`src/rtl/membuf_if.sv`:
```
// Data-memory req/gnt/rvalid port: membuf drives the master side, the memory
// answers on the slave side.
interface membuf_if #(
  parameter int XLEN = 32
);
  logic            req;
  logic            we;
  logic [XLEN-1:0] addr;
  logic [3:0]      be;
  logic [XLEN-1:0] wdata;
  logic            gnt;
  logic            rvalid;
  logic [XLEN-1:0] rdata;

  modport master (output req, we, addr, be, wdata, input gnt, rvalid, rdata);
  modport slave  (input req, we, addr, be, wdata, output gnt, rvalid, rdata);
endinterface

```
`src/rtl/membuf.sv`:
```
// In-order load/store buffer between execute and a req/gnt/rvalid data memory.
// Optional head misalignment drop: define MEMBUF_MISALIGN_CHK_EN.
//
// state  | meaning
// IDLE   | FIFO empty, bus quiet
// REQ    | head op on the bus, waiting for gnt (or dropped if misaligned)
// WAIT   | load granted, waiting for rvalid
module membuf #(
  parameter int DEPTH = 4
) (
  input  logic        clk,
  input  logic        rst,
  input  logic        mem_vld,
  input  logic [8:0]  mem_para,
  input  logic [31:0] mem_addr,
  input  logic [31:0] mem_wdata,
  output logic        mem_full,
  output logic [31:0] mem_pending,
  membuf_if.master    dmem,
  output logic [4:0]  mem_rg_sel,
  output logic [31:0] mem_rg_data,
  output logic        mem_misalign
);
  localparam int AW = $clog2(DEPTH);

  typedef enum logic [1:0] {S_IDLE, S_REQ, S_WAIT} state_t;

  state_t        state, state_nxt;
  logic [8:0]    fifo_para  [DEPTH];
  logic [31:0]   fifo_addr  [DEPTH];
  logic [31:0]   fifo_wdata [DEPTH];
  logic [AW-1:0] wr_ptr, rd_ptr;
  logic [AW:0]   count;
  logic          push, pop, head_mis;
  logic [4:0]    h_rd, fl_rd;
  logic [2:0]    h_f3, fl_f3;
  logic          h_st;
  logic [1:0]    h_ofs, fl_ofs;
  logic [31:0]   h_addr, h_wdata, wd_st, ld_data;
  logic [3:0]    be_st;
  logic [7:0]    be_sh, ld_byte;
  logic [15:0]   ld_half;
  logic [AW-1:0] idx;
  logic [31:0]   pend;

  assign mem_full = (count == (AW+1)'(DEPTH));
  assign push     = mem_vld & ~mem_full;
  assign h_rd     = fifo_para[rd_ptr][8:4];
  assign h_f3     = fifo_para[rd_ptr][3:1];
  assign h_st     = fifo_para[rd_ptr][0];
  assign h_addr   = fifo_addr[rd_ptr];
  assign h_wdata  = fifo_wdata[rd_ptr];
  assign h_ofs    = h_addr[1:0];

  always_ff @(posedge clk or negedge rst) begin
    if (!rst) begin
      wr_ptr <= '0;
      rd_ptr <= '0;
      count  <= '0;
    end else begin
      if (push) wr_ptr <= wr_ptr + 1'b1;
      if (pop)  rd_ptr <= rd_ptr + 1'b1;
      case ({push, pop})
        2'b10:   count <= count + 1'b1;
        2'b01:   count <= count - 1'b1;
        default: count <= count;
      endcase
    end
  end

  always_ff @(posedge clk) begin
    if (push) begin
      fifo_para[wr_ptr]  <= mem_para;
      fifo_addr[wr_ptr]  <= mem_addr;
      fifo_wdata[wr_ptr] <= mem_wdata;
    end
  end

`ifdef MEMBUF_MISALIGN_CHK_EN
  always_comb begin
    head_mis = 1'b0;
    if (h_f3 == 3'b001 || (!h_st && h_f3 == 3'b101)) head_mis = h_ofs[0];
    else if (h_f3 == 3'b010)                         head_mis = (h_ofs != 2'b00);
  end

  always_ff @(posedge clk or negedge rst) begin
    if (!rst) mem_misalign <= 1'b0;
    else      mem_misalign <= (state == S_REQ) && head_mis;
  end
`else
  assign head_mis     = 1'b0;
  assign mem_misalign = 1'b0;
`endif

  // Sub-word store lanes rotate within the word when the offset overruns it.
  always_comb begin
    be_sh = 8'h0F;
    wd_st = h_wdata;
    case (h_f3)
      3'b000: begin
        be_sh = 8'h01 << h_ofs;
        wd_st = {4{h_wdata[7:0]}};
      end
      3'b001: begin
        be_sh = 8'h03 << h_ofs;
        wd_st = {2{h_wdata[15:0]}};
      end
      default: be_sh = 8'h0F;
    endcase
    be_st = be_sh[3:0] | be_sh[7:4];
  end

  always_ff @(posedge clk or negedge rst) begin
    if (!rst) state <= S_IDLE;
    else      state <= state_nxt;
  end

  always_comb begin
    state_nxt = state;
    case (state)
      S_IDLE: if (count != '0 || push) state_nxt = S_REQ;
      S_REQ: begin
        if (pop) begin
          if (!h_st && !head_mis)                   state_nxt = S_WAIT;
          else if (count > (AW+1)'(1) || push)      state_nxt = S_REQ;
          else                                      state_nxt = S_IDLE;
        end
      end
      S_WAIT: if (dmem.rvalid) state_nxt = (count != '0 || push) ? S_REQ : S_IDLE;
      default: state_nxt = S_IDLE;
    endcase
  end

  always_comb begin
    dmem.req   = 1'b0;
    dmem.we    = 1'b0;
    dmem.addr  = '0;
    dmem.be    = '0;
    dmem.wdata = '0;
    pop        = 1'b0;
    if (state == S_REQ) begin
      if (head_mis) begin
        pop = 1'b1;
      end else begin
        dmem.req   = 1'b1;
        dmem.we    = h_st;
        dmem.addr  = {h_addr[31:2], 2'b00};
        dmem.be    = h_st ? be_st : 4'b1111;
        dmem.wdata = h_st ? wd_st : '0;
        pop        = dmem.gnt;
      end
    end
  end

  always_ff @(posedge clk or negedge rst) begin
    if (!rst) begin
      fl_rd  <= '0;
      fl_f3  <= '0;
      fl_ofs <= '0;
    end else if (state == S_REQ && pop && !h_st && !head_mis) begin
      fl_rd  <= h_rd;
      fl_f3  <= h_f3;
      fl_ofs <= h_ofs;
    end
  end

  always_comb begin
    case (fl_ofs)
      2'd0:    ld_byte = dmem.rdata[7:0];
      2'd1:    ld_byte = dmem.rdata[15:8];
      2'd2:    ld_byte = dmem.rdata[23:16];
      default: ld_byte = dmem.rdata[31:24];
    endcase
    ld_half = fl_ofs[1] ? dmem.rdata[31:16] : dmem.rdata[15:0];
    case (fl_f3)
      3'b000:  ld_data = {{24{ld_byte[7]}}, ld_byte};
      3'b100:  ld_data = {24'h0, ld_byte};
      3'b001:  ld_data = {{16{ld_half[15]}}, ld_half};
      3'b101:  ld_data = {16'h0, ld_half};
      default: ld_data = dmem.rdata;
    endcase
  end

  always_ff @(posedge clk or negedge rst) begin
    if (!rst) begin
      mem_rg_sel  <= '0;
      mem_rg_data <= '0;
    end else if (state == S_WAIT && dmem.rvalid) begin
      mem_rg_sel  <= fl_rd;
      mem_rg_data <= ld_data;
    end else begin
      mem_rg_sel  <= '0;
    end
  end

  always_comb begin
    pend = '0;
    idx  = '0;
    for (int i = 0; i < DEPTH; i++) begin
      idx = rd_ptr + AW'(i);
      if ((AW+1)'(i) < count && !fifo_para[idx][0]) pend[fifo_para[idx][8:4]] = 1'b1;
    end
    if (state == S_WAIT) pend[fl_rd] = 1'b1;
    pend[0] = 1'b0;
  end

  assign mem_pending = pend;
endmodule

```
`src/flat_wrapper.sv`:
```
// flat-port wrapper written by rule: the top's interface ports become plain ports
module membuf_flat 
#(
  parameter int DEPTH = 4
)
  (clk, rst, mem_vld, mem_para, mem_addr, mem_wdata, mem_full, mem_pending, mem_rg_sel, mem_rg_data, mem_misalign, dmem_req, dmem_we, dmem_addr, dmem_be, dmem_wdata, dmem_gnt, dmem_rvalid, dmem_rdata);
  membuf_if dmem_i ();
  input  logic clk;
  input  logic rst;
  input  logic mem_vld;
  input  logic [8:0] mem_para;
  input  logic [31:0] mem_addr;
  input  logic [31:0] mem_wdata;
  output logic mem_full;
  output logic [31:0] mem_pending;
  output logic [4:0] mem_rg_sel;
  output logic [31:0] mem_rg_data;
  output logic mem_misalign;
  output wire logic [$bits(dmem_i.req)-1:0] dmem_req;
  output wire logic [$bits(dmem_i.we)-1:0] dmem_we;
  output wire logic [$bits(dmem_i.addr)-1:0] dmem_addr;
  output wire logic [$bits(dmem_i.be)-1:0] dmem_be;
  output wire logic [$bits(dmem_i.wdata)-1:0] dmem_wdata;
  input wire logic [$bits(dmem_i.gnt)-1:0] dmem_gnt;
  input wire logic [$bits(dmem_i.rvalid)-1:0] dmem_rvalid;
  input wire logic [$bits(dmem_i.rdata)-1:0] dmem_rdata;
  assign dmem_req = dmem_i.req;
  assign dmem_we = dmem_i.we;
  assign dmem_addr = dmem_i.addr;
  assign dmem_be = dmem_i.be;
  assign dmem_wdata = dmem_i.wdata;
  assign dmem_i.gnt = dmem_gnt;
  assign dmem_i.rvalid = dmem_rvalid;
  assign dmem_i.rdata = dmem_rdata;
  membuf #(.DEPTH(DEPTH)) u_core (.clk(clk), .rst(rst), .mem_vld(mem_vld), .mem_para(mem_para), .mem_addr(mem_addr), .mem_wdata(mem_wdata), .mem_full(mem_full), .mem_pending(mem_pending), .dmem(dmem_i), .mem_rg_sel(mem_rg_sel), .mem_rg_data(mem_rg_data), .mem_misalign(mem_misalign));
endmodule
```
`config.mk`:
```
export PLATFORM = sky130hd
export DESIGN_NAME = membuf_flat
export DESIGN_NICKNAME = d
export VERILOG_FILES = /design/src/rtl/membuf_if.sv /design/src/rtl/membuf.sv /design/src/flat_wrapper.sv
export SDC_FILE = /design/constraint.sdc
export NUM_CORES = 1
export LEC_CHECK = 0
export ABC_AREA = 1
export CAP_MARGIN = 20
export CORE_MARGIN = 3
export CORE_UTILIZATION = 58
export DETAILED_ROUTE_END_ITERATION = 7
export DONT_BUFFER_PORTS = 1
export GPL_TIMING_DRIVEN = 0
export HOLD_SLACK_MARGIN = 0.03
export PLACE_DENSITY = 0.76
export SLEW_MARGIN = 20
export SYNTH_ARGS = -nofsm -noshare
export SYNTH_HDL_FRONTEND = slang
export SYNTH_SLANG_ARGS = --single-unit
```
`constraint.sdc`:
```
create_clock -name clk -period 4.32 [get_ports clk]
set_clock_uncertainty 0.05 [all_clocks]
set_input_delay 1.08 -clock clk [delete_from_list [all_inputs] [get_ports clk]]
set_output_delay 1.08 -clock clk [all_outputs]
set_load 0.05 [all_outputs]
```
Yosys cells after proc, flatten, opt, wreduce, memory -nomap -nowiden:

Memories as Yosys holds them, arrays and structs flattened.
Cells that the tools add are included.

* register bits after elaboration: 56
* RAM bits: 292
* output and inout bits: 141
* memories kept: 3

* $add $sub $neg: 6
* magnitude comparators: 15
* equality and inequality tests: 14
* shift operators: 2
* mux-type cells: 39
* bitwise logic cells: 7
* reduce and logical (&&, ||, !) cells: 25

Memories
* u_core.fifo_addr: depth 4, width 32, read ports 1, clocked after Yosys merged registers in 0, write ports 1, line membuf.sv:30 `logic [31:0] fifo_addr [DEPTH];`
* u_core.fifo_wdata: depth 4, width 32, read ports 1, clocked after Yosys merged registers in 0, write ports 1, line membuf.sv:31 `logic [31:0] fifo_wdata [DEPTH];`
* u_core.fifo_para: depth 4, width 9, read ports 4, clocked after Yosys merged registers in 0, write ports 1, line membuf.sv:29 `logic [8:0] fifo_para [DEPTH];`

Operator list (count)
* $mux 32: 8
* $or 32x32->32: 4
* $pmux 32 s4: 1
* $pmux 32 s2: 1
* $lt 5x6->1 const B: 5
* $demux 1 s5: 5
* $ge 5x1->1 const B: 5
* $pmux 8 s3: 1
* $mux 16: 1
* $pmux 8 s2: 1
* $logic_and 1x1->1: 12
* $mux 1: 12
* $eq 3x3->1 const B: 3
* $mux 2: 4
* $mux 4: 2
* $shl 1x2->8 const A: 1
* $shl 2x2->8 const A: 1
* $eq 2x1->1 const B: 3
* $eq 2x2->1 const B: 3
* $eq 3x1->1 const B: 2
* $logic_not 3->1: 2
* $lt 1x3->1 const A: 2
* $lt 2x3->1 const A: 2
* $pmux 2 s3: 1
* 18 further kinds: 26

Depth between registers and ports, before layout:

Gate-level depths: netlist of the first run.
An unclocked memory read counts as a cell.

* depth after elaboration: 14
* depth in mapped cells: 13
* mapped depth without buffers: 11

Worst setup path before layout of the first run:

No wires, ideal clock.

* path type: input-to-reg
* from: in mem_vld
* to: mem u_core.fifo_addr[0][0] (enable)
* arrival: 4308 ps
* required time: 3765 ps
* path slack: -543 ps
* stages: 2
* buffers on the path: 0
* cell sequence: nand2_1 nor2_1

* longest elaborated chain between the ends: 3

Ends and longest elaborated chain
* start: declaration: line flat_wrapper.sv:10 `input logic mem_vld;`
* $and 1x1->1: line membuf.sv:47 `assign push = mem_vld & ~mem_full;`
* $mux 1: line membuf.sv:72 `if (push) begin`
* $mux 1 (not written as such): line membuf.sv:74 `fifo_addr[wr_ptr] <= mem_addr;`
* end: declaration: line membuf.sv:30

No other way between the ends.

Worst setup path in the final report of the first run:

* from: reg u_core.rd_ptr[1]
* to: out dmem_wdata[9]

* longest elaborated chain between the ends: 5

Ends and longest elaborated chain
* start: declaration: line membuf.sv:32 `logic [AW-1:0] wr_ptr, rd_ptr;`
* start signal: assignment: line membuf.sv:62 `if (pop) rd_ptr <= rd_ptr + 1'b1;`
* $mem_v2 4x9
* $eq 3x1->1 / $logic_not 3->1 (equally long branches): line membuf.sv:99 `case (h_f3)`
* $pmux 32 s2: line membuf.sv:99
* $mux 32 *: line membuf.sv:149 `dmem.wdata = h_st ? wd_st : '0;`
* $mux 32 *: line membuf.sv:141 `if (state == S_REQ) begin`
* end: declaration: line flat_wrapper.sv:23 `output wire logic [$bits(dmem_i.wdata)-1:0] dmem_wdata;`

Every way passes the cells marked *; elsewhere a longest branch is shown, timed or not.

==> impl_metrics.ini, run 1 <==
[floorplan]
die_w_um = 173
die_h_um = 173
coreArea_mm2 = 0.0271
rows = 60
start_util = 0.595
dieArea_mm2 = 0.0298
io_pins = 251

[placed_design]
dp_cells = 2003
pre_cts_ws_ps = -34.6
portBuffers = 0
gp_congestion = 0.943
hpwl_um = 29700

[sta]
tightest_slew_ps = 977
final-setup-viol-count = 0
setup_ws_ps = 161
fin_setup_tns_ps = 0
rsz0062_at_grt = false
relSlewSlack = 0.344
fin_crit_sh = 0.963
final-hold-violation-count = 0
period_minus_slack_ps = 4160
drv_slew = 0
max_freq_mhz = 240

[final_layout]
area_growth_pct = 14.3
diodes = 0
finalNetCount = 1788
layout-drive-gt1-share = 0.131
final_cell_count_no_fill = 2068

[detailed_routing]
antenna_left = 0
drc = 0
vias = 12151
via_per_inst = 5.88
dr.pass1.iters = 6
wirelength_um = 42000
drt-initial-drc-count = 1133
wl_per_cell_um = 20.3

[grt]
overflow = 0
antenna_found_initial = 0
grt_max_degree = 57
grt_pass1_vias = 11867
grt_usage = 0.274
grt_pass1_wl_um = 64900

[synth]
seq_area_frac_synth = 0.631
netlist_area_mm2 = 0.0161
ys_warn_count = 0
synth-async-reset-ratio = 0.161
syn_inst = 1609
synth_seq_cells = 348
syn_avg_cell_area_um2 = 10.0
synth_enable_flop_cells = 292
synth_ff_type = edfxtp_1
yosysUniqueCellTypes = 48

[worst_setup_path]
r2r_start = u_core.count[0]
r2r-end = u_core.fifo_addr[3][20]
rrSetupSlack_ps = 1590
path_class = register to output port
cp-start-kind = register
cp_max_fo = 10
cp.arrival_ps = 3030
critPathCaptureType = output port
rr_worst_depth = 8
required_ps = 3190

[clock_network]
clock_path_buffers = 3
hold_buffers = 0
cts_root_buf = clkbuf_16
insertion_delay_ps = 520
cts_num_sinks = 348
clk_pin_slew_ps = 60
cts_buffers = 36
cts_tree = yes
htree_levels = 2

[flow_run]
maxCapViolCount = 0

[worst_hold_path]
min_path_type = input port to async pin

[status]
outcome = complete, no violations
==> cell usage after synthesis (4+ instances only) <==
cell / n / area (um^2)
clkbuf_1: 23 / 86.3
ha_1: 9 / 113
nand3_2: 9 / 90.1
o21ai_1: 24 / 120
nor2_1: 245 / 920
a21oi_1: 27 / 135
nor3_1: 14 / 70.1
inv_2: 11 / 41.3
buf_2: 19 / 95.1
o21ai_0: 74 / 370
edfxtp_1: 292 / 8770
o21ai_2: 7 / 61.3
buf_4: 9 / 67.6
o21a_1: 7 / 52.6
a31oi_1: 31 / 194
nand2_4: 4 / 45.0
dfrtp_1: 56 / 1400
a22oi_1: 41 / 308
buf_6: 12 / 135
o22ai_1: 64 / 400
nor2_2: 9 / 56.3
nand2_1: 451 / 1690
nand2_2: 7 / 43.8
nand3_1: 48 / 240
inv_1: 77 / 289
==> area by class of cell <==
cell class	instances	area (um^2)
fillers	1978	8680
inverters	92	350
flip-flops and latches	348	10200
repair buffers	19	343
clock buffers	47	1020
plain buffers	65	392
well taps	372	465
multi-input cells	1107	5490
clock inverters	18	196
==> registers in the layout, indices dropped and copies added (netlist names) <==
signal and flops:
u_core.count 3, u_core.fifo_addr 128, u_core.fifo_para 36, u_core.fifo_wdata 128
u_core.fl_f3 3, u_core.fl_ofs 2, u_core.fl_rd 5, u_core.mem_rg_data 32
u_core.mem_rg_sel 5, u_core.rd_ptr 2, u_core.state 2, u_core.wr_ptr 2
==> critical path: stages (launching register included) <==
cell	delay, ps
dfrtp_1	480
inv_2	120
buf_6	160
nor2_2	190
buf_2	290
a21oi_1	130
nand2_1	180
nand2_1	80
nand3_1	70
nand2_1	60
nor2_1	740
==> logic make-up after synthesis <==
kind of cell | count (synthesis) | share of synthesized area
other cells | 1 | 0.000233
xor+xnor | 5 | 0.00272
simple gates | 802 | 0.205
compound gates | 287 | 0.108
fa+ha+maj | 9 | 0.00699
buf+inv | 157 | 0.0460
flops | 348 | 0.631
==> metrics by stage <==
| step | area (um^2) | util | hold slack [ps] |
|---|---|---|---|
| after floorplan | 16100 | - | 425 |
| after global placement | 16600 | 0.612 | 459 |
| after detailed placement | 17100 | 0.631 | 477 |
| after CTS | 18400 | 0.678 | 190 |
| after global routing | 18400 | 0.680 | 182 |
| final | 18400 | 0.680 | 203 |
==> worst max path at each step <==
stage / startpoint / to / cells past startpoint
floorplan: mem_vld / u_core.fifo_addr[0][0] / 2
global placement: mem_vld / u_core.fifo_addr[3][18] / 2
detailed placement: u_core.state[0] / dmem_wdata[14] / 7
CTS: u_core.state[0] / dmem_wdata[14] / 7
global route: u_core.rd_ptr[1] / dmem_addr[22] / 6
finish: u_core.rd_ptr[1] / dmem_wdata[9] / 10
==> layer usage <==
metal  part of all wire  vias up  track usage  routed length [um]
met5                  0        -            0                   0
met4              0.039        0        0.107                1640
met3               0.10      123       0.0898                4360
met2               0.47      585        0.451               19800
met1               0.39     5769        0.339               16200
li1                   -     5674            -                   -
==> placed cells by master (no fill, tap or decap), types with 8 or more instances in the layout <==
cell type    n
a21oi_1     17
buf_4       15
ha_1         9
nand2_1    451
nor2_2      22
o21ai_1     24
a21oi_2     11
nor2_1     227
clkbuf_16   39
inv_2       11
buf_2       19
a22oi_1     41
buf_12       8
buf_6       12
clkinv_1     9
o22ai_1     64
o21ai_0     74
a31oi_2     26
nand3_2      9
edfxtp_1   292
inv_1       77
dfrtp_1     56
nand3_1     48
nor3_1      14
clkbuf_1    30
==> timing repair <==
action	in CTS	in global routing
gates cloned	0	0
gates resized for setup	10	15
buffers inserted	0	0
pin swaps	0	0
setup endpoints to repair	55	24
Power of run 1 is left out: the tool's default activity adds up to more than one toggle a clock period on the data nets, which glitch-free logic cannot reach.
==> inputs of run 2 (changes only) <==
--- a/config.mk
+++ b/config.mk
@@ -9,6 +9,7 @@
 export CAP_MARGIN = 20
 export CORE_MARGIN = 3
 export CORE_UTILIZATION = 58
+export CTS_CLUSTER_SIZE = 40
 export DETAILED_ROUTE_END_ITERATION = 7
 export DONT_BUFFER_PORTS = 1
 export GPL_TIMING_DRIVEN = 0
==> results of run 2 <==
Final layout, timing and power as in run 1 (identical DEF).
Power of run 2 is left out for the same reason.
==> inputs of run 3 (changes only) <==
--- a/config.mk
+++ b/config.mk
@@ -7,14 +7,15 @@
 export LEC_CHECK = 0
 export ABC_AREA = 1
 export CAP_MARGIN = 20
-export CORE_MARGIN = 3
-export CORE_UTILIZATION = 58
+export CORE_MARGIN = 2
+export CORE_UTILIZATION = 55
 export CTS_CLUSTER_SIZE = 40
 export DETAILED_ROUTE_END_ITERATION = 7
 export DONT_BUFFER_PORTS = 1
+export GPL_ROUTABILITY_DRIVEN = 0
 export GPL_TIMING_DRIVEN = 0
 export HOLD_SLACK_MARGIN = 0.03
-export PLACE_DENSITY = 0.76
+export PLACE_DENSITY = 0.73
 export SLEW_MARGIN = 20
 export SYNTH_ARGS = -nofsm -noshare
 export SYNTH_HDL_FRONTEND = slang
==> impl_metrics.ini, run 3 (synthesis gave the netlist of run 1 again) <==
[status]
outcome = finished with violations
violations = negative setup slack

[floorplan]
dieArea_mm2 = 0.0307
die_h_um = 175
die_w_um = 175
rows = 62
coreArea_mm2 = 0.0288
io_pins = 251
start_util = 0.560

[clock_network]
clk_pin_slew_ps = 70
cts_root_buf = clkbuf_16
clock_path_buffers = 3
hold_buffers = 0
cts_tree = yes
cts_buffers = 36
cts_resized = 7
cts_num_sinks = 348
insertion_delay_ps = 530
cts_setup_buffers = 0
htree_levels = 2

[worst_setup_path]
r2r-end = u_core.fifo_wdata[2][16]
required_ps = 3190
cpPeakStageDelay_ps = 900
path_class = register to output port
rr_worst_depth = 8
cp-start-kind = register
r2r_start = u_core.count[0]
crit_top_cell = nor2_2
cp_max_fo = 10
setup.worst_path.start = u_core.state[1]
crit_chain = nor2_2 -> inv_2 -> nor2_2 -> buf_4 -> nand3_1 -> a21oi_1
critPathCaptureType = output port
slowest_stage = a21oi_1
cp.arrival_ps = 3350
crit_path_end = dmem_wdata[30]
rrSetupSlack_ps = 1560

[final_layout]
area_growth_pct = 14.5
finalNetCount = 1788
utilization = 0.641
layout_commonest_cell = nand2_1
final_cell_mix = nand2_1, edfxtp_1, nor2_1, inv_1, o21ai_0
top_regs = u_core.fifo_addr (128), u_core.fifo_wdata (128), u_core.fifo_para (36)
layout-drive-gt1-share = 0.136
diodes = 0
final_cell_count_no_fill = 2079

[grt]
antenna_found_initial = 1
overflow = 0
grt_usage = 0.262
grt_pass1_wl_um = 62400
grt_pass1_vias = 11399
grt_max_degree = 57

[detailed_routing]
drt-initial-drc-count = 1022
vias = 11963
via_per_inst = 5.75
wl_per_cell_um = 19.6
drc = 0
dr.pass1.iters = 7
wirelength_um = 40800
antenna_left = 0

[sta]
fin_setup_tns_ps = -306
final-setup-viol-count = 2
period_minus_slack_ps = 4480
max_freq_mhz = 223
drv_slew = 0
relSlewSlack = 0.259
tightest_slew_ps = 1120
rsz0062_at_grt = true
fin_crit_sh = 1.04
final-hold-violation-count = 0
setup_ws_ps = -157

[placed_design]
pre_cts_ws_ps = 23.9
portBuffers = 0
hpwl_um = 28800
dp_cells = 2015

[worst_hold_path]
min_path_type = input port to async pin

[flow_run]
maxCapViolCount = 0
-- run 3: worst max-delay path, delay by kind of cell (launching register included) --
kind	cells	cell delay, ps
buf+inv	2	600
flops	1	390
simple gates	3	920
compound gates	1	900
-- run 3: cell type report --
class / instances / area (um^2)
Fill cell: 2266 / 10300
Clock inverter: 22 / 275
Sequential cell: 348 / 10200
Timing Repair Buffer: 19 / 330
Tap cell: 384 / 480
Clock buffer: 42 / 965
Buffer: 65 / 392
Inverter: 92 / 350
Multi-Input combinational cell: 1107 / 5490
-- run 3: worst min path at each step --
| stage | endpoint | slack [ps] | cells past startpoint |
|---|---|---|---|
| finish | u_core.mem_rg_sel[3] | 180 | 0 |
| global route | u_core.mem_rg_data[17] | 170 | 0 |
| CTS | u_core.mem_rg_data[2] | 170 | 0 |
| detailed placement | u_core.fl_f3[2] | 470 | 2 |
| global placement | u_core.fl_f3[2] | 460 | 2 |
| floorplan | u_core.fl_f3[2] | 420 | 2 |
-- run 3: stage by stage --
stage | hold WS [ps] | area (um^2)
finish | 185 | 18500
global route | 173 | 18500
CTS | 171 | 18400
detailed placement | 468 | 17100
global placement | 458 | 16600
floorplan | 425 | 16100
-- run 3: metal layers --
metal / track usage / wire length (um) / share of wire
met1: 0.317 / 15600 / 0.38
met2: 0.437 / 19500 / 0.48
met3: 0.0886 / 4280 / 0.10
met4: 0.0965 / 1410 / 0.034
met5: 0 / 16 / 0.00039
Power of run 3 is left out for the same reason.
